===== src/rtl/occupancy_monitor.sv =====
// Doorway occupancy counter driven by a two-beam (outer a, inner b) sensor FSM.
// Optional packed-BCD mirror of the count is built when OCC_BCD_EN is defined.
module occupancy_monitor #(
    parameter int W        = 8,
    parameter int CAPACITY = 200
) (
    input  logic         clk,
    input  logic         reset,
    input  logic         a,
    input  logic         b,
    input  logic         clr,
    output logic [W-1:0] count,
    output logic         enter_tick,
    output logic         exit_tick,
    output logic         seq_err,
    output logic         full,
    output logic         empty,
    output logic         overflow,
    output logic         underflow,
    output logic [11:0]  bcd
);

    localparam logic [W-1:0] CAP = W'(CAPACITY);

    typedef enum logic [2:0] {
        IDLE, EN1, EN2, EN3, EX1, EX2, EX3, ERR
    } state_t;

    state_t       r_state;
    logic         r_enter_tick;
    logic         r_exit_tick;
    logic         r_seq_err;
    logic [W-1:0] r_count;
    logic         r_overflow;
    logic         r_underflow;
    logic [1:0]   w_s;
    logic         w_in_done;
    logic         w_out_done;

    assign w_s        = {a, b};
    assign w_in_done  = (r_state == EN3) && (w_s == 2'b00);
    assign w_out_done = (r_state == EX3) && (w_s == 2'b00);

    always_ff @(posedge clk) begin
        if (reset) begin
            r_state      <= IDLE;
            r_enter_tick <= 1'b0;
            r_exit_tick  <= 1'b0;
            r_seq_err    <= 1'b0;
        end else begin
            r_enter_tick <= 1'b0;
            r_exit_tick  <= 1'b0;
            r_seq_err    <= 1'b0;
            unique case (r_state)
                IDLE: begin
                    unique case (w_s)
                        2'b10:   r_state <= EN1;
                        2'b01:   r_state <= EX1;
                        2'b11: begin
                            r_state   <= ERR;
                            r_seq_err <= 1'b1;
                        end
                        default: r_state <= IDLE;
                    endcase
                end
                EN1: begin
                    unique case (w_s)
                        2'b10:   r_state <= EN1;
                        2'b11:   r_state <= EN2;
                        2'b00:   r_state <= IDLE;
                        default: begin
                            r_state   <= ERR;
                            r_seq_err <= 1'b1;
                        end
                    endcase
                end
                EN2: begin
                    unique case (w_s)
                        2'b11:   r_state <= EN2;
                        2'b01:   r_state <= EN3;
                        2'b10:   r_state <= EN1;
                        default: begin
                            r_state   <= ERR;
                            r_seq_err <= 1'b1;
                        end
                    endcase
                end
                EN3: begin
                    unique case (w_s)
                        2'b01:   r_state <= EN3;
                        2'b00: begin
                            r_state      <= IDLE;
                            r_enter_tick <= 1'b1;
                        end
                        2'b11:   r_state <= EN2;
                        default: begin
                            r_state   <= ERR;
                            r_seq_err <= 1'b1;
                        end
                    endcase
                end
                EX1: begin
                    unique case (w_s)
                        2'b01:   r_state <= EX1;
                        2'b11:   r_state <= EX2;
                        2'b00:   r_state <= IDLE;
                        default: begin
                            r_state   <= ERR;
                            r_seq_err <= 1'b1;
                        end
                    endcase
                end
                EX2: begin
                    unique case (w_s)
                        2'b11:   r_state <= EX2;
                        2'b10:   r_state <= EX3;
                        2'b01:   r_state <= EX1;
                        default: begin
                            r_state   <= ERR;
                            r_seq_err <= 1'b1;
                        end
                    endcase
                end
                EX3: begin
                    unique case (w_s)
                        2'b10:   r_state <= EX3;
                        2'b00: begin
                            r_state     <= IDLE;
                            r_exit_tick <= 1'b1;
                        end
                        2'b11:   r_state <= EX2;
                        default: begin
                            r_state   <= ERR;
                            r_seq_err <= 1'b1;
                        end
                    endcase
                end
                default: begin
                    // ERR: wait for both beams clear before re-arming
                    if (w_s == 2'b00) r_state <= IDLE;
                end
            endcase
        end
    end

    always_ff @(posedge clk) begin
        if (reset) begin
            r_count     <= '0;
            r_overflow  <= 1'b0;
            r_underflow <= 1'b0;
        end else if (clr) begin
            r_count     <= '0;
            r_overflow  <= 1'b0;
            r_underflow <= 1'b0;
        end else if (w_in_done) begin
            if (r_count == CAP) r_overflow <= 1'b1;
            else                r_count    <= r_count + 1'b1;
        end else if (w_out_done) begin
            if (r_count == '0) r_underflow <= 1'b1;
            else               r_count     <= r_count - 1'b1;
        end
    end

`ifdef OCC_BCD_EN
    logic [11:0] r_bcd;

    function automatic logic [11:0] f_bcd_inc(input logic [11:0] v);
        logic [11:0] r;
        r = v;
        if (r[3:0] == 4'd9) begin
            r[3:0] = 4'd0;
            if (r[7:4] == 4'd9) begin
                r[7:4]  = 4'd0;
                r[11:8] = r[11:8] + 4'd1;
            end else begin
                r[7:4] = r[7:4] + 4'd1;
            end
        end else begin
            r[3:0] = r[3:0] + 4'd1;
        end
        return r;
    endfunction

    function automatic logic [11:0] f_bcd_dec(input logic [11:0] v);
        logic [11:0] r;
        r = v;
        if (r[3:0] == 4'd0) begin
            r[3:0] = 4'd9;
            if (r[7:4] == 4'd0) begin
                r[7:4]  = 4'd9;
                r[11:8] = r[11:8] - 4'd1;
            end else begin
                r[7:4] = r[7:4] - 4'd1;
            end
        end else begin
            r[3:0] = r[3:0] - 4'd1;
        end
        return r;
    endfunction

    // Saturation keys off the binary count so both stay in lockstep
    always_ff @(posedge clk) begin
        if (reset || clr) begin
            r_bcd <= 12'h000;
        end else if (w_in_done && (r_count != CAP)) begin
            r_bcd <= f_bcd_inc(r_bcd);
        end else if (w_out_done && (r_count != '0)) begin
            r_bcd <= f_bcd_dec(r_bcd);
        end
    end

    assign bcd = r_bcd;
`else
    assign bcd = 12'h000;
`endif

    assign count      = r_count;
    assign enter_tick = r_enter_tick;
    assign exit_tick  = r_exit_tick;
    assign seq_err    = r_seq_err;
    assign overflow   = r_overflow;
    assign underflow  = r_underflow;
    assign full       = (r_count == CAP);
    assign empty      = (r_count == '0);

endmodule


===== config.mk =====
export PLATFORM = sky130hd
export DESIGN_NAME = occupancy_monitor
export DESIGN_NICKNAME = d
export VERILOG_FILES = /design/src/rtl/occupancy_monitor.sv
export SDC_FILE = /design/constraint.sdc
export NUM_CORES = 1
export LEC_CHECK = 0
export CAP_MARGIN = 25
export CORE_ASPECT_RATIO = 0.5
export CORE_MARGIN = 10
export CORE_UTILIZATION = 47
export CTS_BUF_LIST = sky130_fd_sc_hd__clkbuf_2 sky130_fd_sc_hd__clkbuf_4 sky130_fd_sc_hd__clkbuf_8
export DETAILED_ROUTE_END_ITERATION = 10
export GPL_TIMING_DRIVEN = 1
export PLACE_DENSITY = 0.79
export SETUP_SLACK_MARGIN = 0.3
export SLEW_MARGIN = 20
export SYNTH_ARGS = -nofsm -noshare
export SYNTH_HDL_FRONTEND = slang
export SYNTH_SLANG_ARGS = --single-unit
export TNS_END_PERCENT = 50

===== constraint.sdc =====
create_clock -name clk -period 3.7 [get_ports clk]
set_input_delay 0.555 -clock clk [delete_from_list [all_inputs] [get_ports clk]]
set_output_delay 0.555 -clock clk [all_outputs]
set_load 0.01 [all_outputs]

==> qor.yml <==
cp-start-kind: "primary input"
antenna_left: 0
wl_um: 3130
crit_start: "b"
avgSynthCellArea_sq_um: 8.02
async_flop_share_pct: 0
cts.clk_slew.worst_paths_ps: 70
crit_arrival_ps: 3400
max-vdd-ir-drop_v: 0.000151
drive_above_1_share_pct: 10.8
maxSlewViolCount: 0
place_congestion: 0.874
nets: 204
area_delta_synth_final_pct: 18.8
maxCapViolations: 0
routed_via_density: 5.51
groute.usage.overall_pct: 11.1
coreArea_sq_um: 2650
skew_ps: 4.71
clock-root-buffer: "clkbuf_8"
drtIter0Drc: 52
synth.largest_area_cell: "dfxtp_1"
min_from: "underflow"
synthDistinctLibCells: 42
worst_slew_pin_slew_ps: 541
rows: 13
holdCritPathClass: "flip-flop to flip-flop"
drc_errors: 0
final.min_clock_period_ps: 3220
critPathMaxFanout: 9
relSlewSlack_pct: 63.9
grt_pass1_wl_um: 5080
layoutNonFillerInstCount: 222
finalSetupViolations: 0
cts-htree-levels: 1
final_util_pct: 60.0
power_density_nw_per_um2: 307
holdWs_ps: 472
r2r_start: "r_state[1]"
reg2reg_depth: 8
period_share_pct: 86.9
status: "complete, no violations"
synth_top_area_share_pct: 23.9
io_pins: 32
wl_per_cell_um: 14.1
synthCells: 167
cts_buffers: 3
start_util_pct: 50.5
mostFrequentLayoutCells: "nor2_1, clkdlybuf4s50_1, dfxtp_1, a21oi_1, conb_1"
max-clock-path-buffers: 2
num_vias: 1224
tns_ps: 0
cts_tree: "yes"
yosys-top-cells-area: "dfxtp_1, ha_1, buf_4, nor2_1, a21oi_1"
grt.overflow.total: 0
ctsHoldBuffers: 0
grt_start_max_net_pins: 20
synth_seq_cells: 16
max_freq_mhz: 311
antenna_found_initial: 0
layout_commonest_cell: "nor2_1"
rsz0062_at_grt: "no"
end_kind: "flip-flop"
die_y_um: 57.8
portBuffers: 19
dp_hpwl_um: 2350
path_class: "primary input to flip-flop"
synth_edf_count: 0
hold_viol: 0
endpoint: "count[7]"
dpl.cell_count: 218
clkLatencyLatePin_ps: 260
required_ps: 3890
p_leak_uw: 0.000617
yosys_warnings: 0
num_antenna_cells: 0
cts.sinks: 16
die_x_um: 95.5
reg2reg_to: "count[7]"
seq_area_frac_synth_pct: 23.9
grt_pass1_vias: 1128
dr.pass1.iters: 4
regToRegSetupSlack_ps: 890
ys.flop_type: "dfxtp_1"
die-area_sq_um: 5520
netlist_area_sq_um: 1340
-- sequential cells by signal (all words and copies together), names as in the netlist --
signal	flops
enter_tick	1
r_state	3
overflow	1
exit_tick	1
underflow	1
seq_err	1
count	8
-- report_power, final --
part	switching [uW]	internal, uW
registers	31.5	183
logic	59.4	53.6
clock network	66.6	94.6
total	158	331
-- per-layer routing --
metal  track usage, %  wire length, um  part of all wire [%]  vias to the layer above
met4             2.92               22                  0.70                        0
met2             19.8             1520                    48                       37
met5                0                0                     0                        -
met3             2.31              195                   6.2                        2
li1                 -                -                     -                      612
met1             13.3             1390                    44                      573
-- cell type report --
type                       count  area, sq um
inverter                       6         22.5
clock buffer                   4         55.1
timing repair buffer          23          220
tap                           37         46.3
fill                         246         1060
multi-input combinational    136          927
sequential                    16          320
-- metrics by stage --
| stage | total power, uW | setup slack [ps] | area (sq um) |
|---|---|---|---|
| after CTS | 487 | 403 | 1580 |
| after global placement | 324 | 129 | 1520 |
| after global routing | 513 | 295 | 1590 |
| final | 489 | 483 | 1590 |
| after detailed placement | 328 | 17.4 | 1520 |
| after floorplan | 309 | 744 | 1380 |
-- synthesized netlist by cell type, types with 3 or more instances --
master	instances
a211oi_1	8
a21oi_1	13
a31oi_1	3
buf_4	13
clkbuf_1	5
dfxtp_1	16
ha_1	12
inv_1	5
mux2i_1	5
nand2_1	8
nand2b_1	3
nor2_1	21
nor2b_1	3
nor3_1	7
o21ai_0	10
or3_1	3
xnor2_1	3
-- how the worst min path moves through the flow --
stage	to	slack (ps)	cells past startpoint
final	underflow	470	2
after global routing	underflow	510	2
after floorplan	underflow	500	2
after CTS	underflow	480	2
after global placement	underflow	450	2
after detailed placement	underflow	460	2
-- worst max-delay path, stage by stage --
cell and delay [ps]:
clkdlybuf4s50_1 460, inv_1 130, ha_2 240, nand2_1 100, or3_4 430, ha_1 360
o21ai_0 130, or3_1 390, a2111oi_2 360, nor3_1 80, nor3_1 160
-- cells by family after synthesis --
kind of cell	count (synthesis)	synth area share, %
compound gates	49	25.4
xor+xnor	3	1.96
fa+ha+maj	13	12.7
buf+inv	26	11.1
flops	16	23.9
mux	6	4.58
other cells	1	0.280
simple gates	53	20.1
-- timing repair --
action,4_1_cts,5_1_grt
resized for setup,1,3
buffers inserted,0,0
setup endpoints to repair,1,2
pin swaps,0,0
No activity file was read; power rests on OpenSTA's default activity.
